## config.mk

```make
export PLATFORM = sky130hd
export DESIGN_NAME = ahb_lite_master
export DESIGN_NICKNAME = d
export VERILOG_FILES = /design/src/rtl/ahb_lite_master.sv
export SDC_FILE = /design/constraint.sdc
export NUM_CORES = 1
export LEC_CHECK = 0
export CORE_ASPECT_RATIO = 1.4
export CORE_UTILIZATION = 40
export CTS_CLUSTER_DIAMETER = 40
export DETAILED_ROUTE_END_ITERATION = 7
export GPL_ROUTABILITY_DRIVEN = 0
export PLACE_DENSITY = 0.76
export SLEW_MARGIN = 30
export SYNTH_ARGS = -nofsm -noshare
export SYNTH_HDL_FRONTEND = slang
export SYNTH_SLANG_ARGS = --single-unit
export TNS_END_PERCENT = 50
```

## constraint.sdc

```tcl
create_clock -name clk -period 2.8 [get_ports clk]
set_clock_uncertainty 0.05 [all_clocks]
set_input_delay 0.56 -clock clk [delete_from_list [all_inputs] [get_ports clk]]
set_output_delay 0.56 -clock clk [all_outputs]
set_load 0.01 [all_outputs]
```

## src/rtl/ahb_lite_master.sv

```systemverilog
// AHB-Lite single-master bridge: turns a valid/ready command stream into
// pipelined NONSEQ transfers and returns one in-order response per transfer.
module ahb_lite_master (
  input  logic        clk,
  input  logic        n_rst,
  input  logic        cmd_valid,
  output logic        cmd_ready,
  input  logic        cmd_write,
  input  logic [3:0]  cmd_addr,
  input  logic [1:0]  cmd_size,
  input  logic [31:0] cmd_wdata,
  input  logic        hready,
  input  logic        hresp,
  input  logic [31:0] hrdata,
  output logic        hsel,
  output logic [3:0]  haddr,
  output logic [1:0]  hsize,
  output logic [1:0]  htrans,
  output logic        hwrite,
  output logic [31:0] hwdata,
  output logic        rsp_valid,
  output logic [31:0] rsp_rdata,
  output logic        rsp_error,
  output logic        busy
);
  localparam int ADDR_W = 4;
  localparam int DATA_W = 32;
  localparam logic [1:0] HTRANS_IDLE   = 2'd0;
  localparam logic [1:0] HTRANS_NONSEQ = 2'd2;

  logic              vld_p0, vld_p1, cancel;
  logic [ADDR_W-1:0] addr_p0;
  logic [1:0]        size_p0;
  logic              write_p0, write_p1;
  logic [DATA_W-1:0] wdata_p0, wdata_p1;
  logic              adv, accept, done, nonseq;

  assign cmd_ready = (!vld_p0 && !vld_p1) || (hready && !hresp);
  assign adv       = cmd_ready;
  assign accept    = adv && cmd_valid;
  // An error's second cycle retires the data stage even though the pipe is frozen.
  assign done      = vld_p1 && hready;
  assign nonseq    = vld_p0 && !cancel;

  // Control: stage valid flags and error cancellation
  always_ff @(posedge clk or negedge n_rst) begin
    if (!n_rst) begin
      vld_p0 <= 1'b0;
      vld_p1 <= 1'b0;
      cancel <= 1'b0;
    end else begin
      if (adv) begin
        vld_p1 <= vld_p0;
        vld_p0 <= cmd_valid;
      end else if (done) begin
        vld_p1 <= 1'b0;
      end
      if (vld_p1 && hresp && !hready)
        cancel <= 1'b1;
      else if (hready)
        cancel <= 1'b0;
    end
  end

  // Stage p0 (address) and p1 (data) payload; qualified by the valid flags
  always_ff @(posedge clk) begin
    if (adv) begin
      write_p1 <= write_p0;
      wdata_p1 <= wdata_p0;
    end
    if (accept) begin
      addr_p0  <= cmd_addr;
      size_p0  <= cmd_size;
      write_p0 <= cmd_write;
      wdata_p0 <= cmd_wdata;
    end
  end

  // Response stage: registered at the data-phase completion edge
  always_ff @(posedge clk or negedge n_rst) begin
    if (!n_rst) begin
      rsp_valid <= 1'b0;
      rsp_error <= 1'b0;
      rsp_rdata <= '0;
    end else begin
      rsp_valid <= done;
      rsp_error <= done && hresp;
      if (done)
        rsp_rdata <= write_p1 ? '0 : hrdata;
    end
  end

  assign htrans = nonseq ? HTRANS_NONSEQ : HTRANS_IDLE;
  assign haddr  = nonseq ? addr_p0 : '0;
  assign hsize  = nonseq ? size_p0 : 2'd0;
  assign hwrite = nonseq && write_p0;
  assign hwdata = (vld_p1 && write_p1) ? wdata_p1 : '0;
  assign busy   = vld_p0 || vld_p1;
  assign hsel   = busy;

endmodule
```

==> results of run 1 <==
==> cells in the final DEF, fill, tap and decap left out <==
cell type	n
o21ai_2	17
clkinv_2	1
inv_1	2
bufinv_16	2
dfrtp_1	37
a22o_1	1
and2_2	1
buf_4	6
nor2_1	1
or2_4	1
o21ai_0	1
nor2b_1	1
nand3b_1	1
inv_6	3
nand2_1	34
nand2_2	1
and3_1	33
buf_12	3
a21oi_1	1
clkbuf_16	9
clkdlybuf4s50_1	151
inv_8	1
edfxtp_1	72
conb_1	1
nand2b_1	33
buf_2	1
and2_1	7
o21ai_1	15
==> flip-flops by register name (all words and copies together) (netlist names), 2 cells and up <==
register / count
wdata_p0: 32
rsp_rdata: 32
wdata_p1: 32
size_p0: 2
addr_p0: 4
==> area by class of cell <==
cell class	count	area (um^2)	area share (%)
clock inverter	7	103	1.69
multi-input combinational	149	871	14.3
timing repair buffer	161	1620	26.7
sequential	109	3090	50.8
tap	135	169	2.78
inverter	2	7.51	0.123
clock buffer	9	225	3.70
==> per-layer routing <==
metal	vias up	track usage (%)	share of wire, %
li1	1279	-	-
met1	1219	16.4	38
met2	118	28.1	52
met3	19	5.15	7.3
met4	0	8.91	2.9
met5	-	0	0
==> logic make-up (layout without fill, tap and decap cells) <==
| family | after synthesis | after routing |
|---|---|---|
| compound gates | 35 | 35 |
| buf+inv | 23 | 179 |
| other cells | 1 | 1 |
| simple gates | 113 | 113 |
| flops | 109 | 109 |
==> metrics by stage <==
step / setup WS (ns) / cells / util, %
after floorplan: 0.0522 / 281 / -
after global placement: 0.167 / 556 / 57.8
after detailed placement: 0.162 / 556 / 57.8
after CTS: 0.160 / 572 / 61.1
after global routing: 0.123 / 572 / 61.1
final: 0.174 / 572 / 61.1
==> worst paths after layout <==
| path | start | endpoint | slack, ns | depth (start not counted) |
|---|---|---|---|---|
| worst max-delay path | hresp | cmd_ready | 0.17 | 4 |
| worst min-delay path | n_rst | rsp_rdata[7] | 0.26 | 1 |
| worst max register to register | vld_p0 | wdata_p0[12] | 0.74 | 5 |
| worst min register to register | wdata_p0[29] | wdata_p1[29] | 0.37 | 0 |
| max in group asynchronous | n_rst | rsp_rdata[20] | 1.92 | 1 |
| min in group clk | wdata_p0[29] | wdata_p1[29] | 0.37 | 0 |
==> worst max-delay path: cells and delay by family <==
family | cells | cell delay (ns)
and+or+nand+nor | 2 | 0.43
buffers and inverters | 2 | 1.03
==> power by group <==
group          switching (mW)  leakage (nW)  internal, mW
combinational           0.329          1.08         0.426
sequential             0.0649          1.16          1.91
clock                   0.564         0.163         0.798
==> results.md, run 1 <==
- Syn Inst Count: 281
- Largest net degree at the start of global routing: 45
- Drt drc: 0
- Post-synthesis adder-cell area fraction: 0%
- Post-synth top cells: edfxtp_1, dfrtp_1, nand2_1
- Top-level I/O count: 154
- IO Port Bufs: 152
- Routed len/inst: 14.6 um
- Max-slew headroom: 45.3%
- Die area: 10,700 um^2
- Share of the synthesized area in the top cell type: 52.6%
- CP most frequent cell: clkdlybuf4s50_1
- Max-Cap Viols: 0
- H-tree level count: 3
- Worst Path Max Fanout: 4
- GRT Total Usage: 15.9%
- ANT nets after route: 0
- Post-DP Area: 5760 um^2
- Max Root-Sink Buffers: 2
- Synth Flop Type: edfxtp_1
- DR vias: 2,635
- Critical Path RT: 2.19 ns
- Clk root buf: clkbuf_16
- FMAX: 381 MHz
- Crit path DAT: 2.02 ns
- Detailed Routing Iterations Pass 1: 4
- Layout cells sized above 1: 10.5%
- P_leak: 2.40 nW
- Final Setup Violations: 0
- Vias per inst: 4.61
- CTS resizes: 0
- WHS: 0.258 ns
- Period minus WS final: 2.63 ns
- Yosys warns: 0
- Synthesized Nets: 357
- Vias in the first global route: 2,625
- Total gr overflow: 0
- TritonCTS Buffers: 9
- Most common cell in the netlist: edfxtp_1
- Starting Density: 41.3%
- DP Wirelength: 6000 um
- Combinational family with the most area after synthesis: simple AND/OR/NAND/NOR gates
- Post-Synth XOR/XNOR Area: 0%
- Async SR Flop Fraction: 33.9%
- Global-route wire length before repair: 12,400 um
- Syn avg cell area: 14.6 um^2
- Clock sinks: 109
- Worst skew pair latency: 0.34 ns
- Syn Std Cell Area: 4110 um^2
- Fillers: 763
- Synth top area cells: edfxtp_1, dfrtp_1, and3_1, nand2b_1, o21ai_2
- Sequential area share after synthesis: 75.2%
- Antenna diodes: 0
- DR iter-0 viols: 99
- RSZ-0062 raised after global routing: false
- Area leader, netlist: edfxtp_1
- Yosys reg bits: 109
- Setup Fix Bufs, Post-CTS: 0
- CP startpoint kind: primary input
- CTS tree: built
- Hold Fails Final Rpt: 0
- Critical path class: in -> out
- Core Area: 9950 um^2
- Critical Path End Type: primary output
- Slowest cell on the critical path: clkdlybuf4s50_1
- Chip Height: 122 um
- Hold Buf Count CTS: 0
- Slowest stage delay, CP: 0.59 ns
- Overall Power: 4.09 mW
- Total routed wirelength: 8350 um
- VDD IR max: 0.000361 V
- Setup TNS: 0 ns
- CP Cell Sequence: clkdlybuf4s50_1 > nand2b_1 > nand2_1 > clkdlybuf4s50_1
- Fin nets: 508
- Worst-path clk slew: 0.07 ns
- Cell area after layout: 6080 um^2
- Area Growth Syn to Fin: 48.1%
- Worst-Margin Slew: 0.821 ns
- Fin. max-slew vios: 0
- Outcome: finished clean
- Antenna violations before repair: 0
- Synth cell types: 23
- Simple-Gate Fraction of Synth Area: 15.2%
- Die width: 87.7 um
- Core Rows: 43
- P per Cell Area: 673 nW/um^2
- EDFF count, synth: 72
- Multiplexer share of the synthesized area: 0%
- Worst hold path type: in -> async
- Compound-Gate Fraction of Synth Area: 5.91%
- Final period util: 93.8%
Power figures use the tool's default switching activity.
==> run 2: changes to the inputs <==
- SLEW_MARGIN: 30 -> 25
==> results of run 2 <==
Final layout, timing and power as in run 1 (identical DEF).
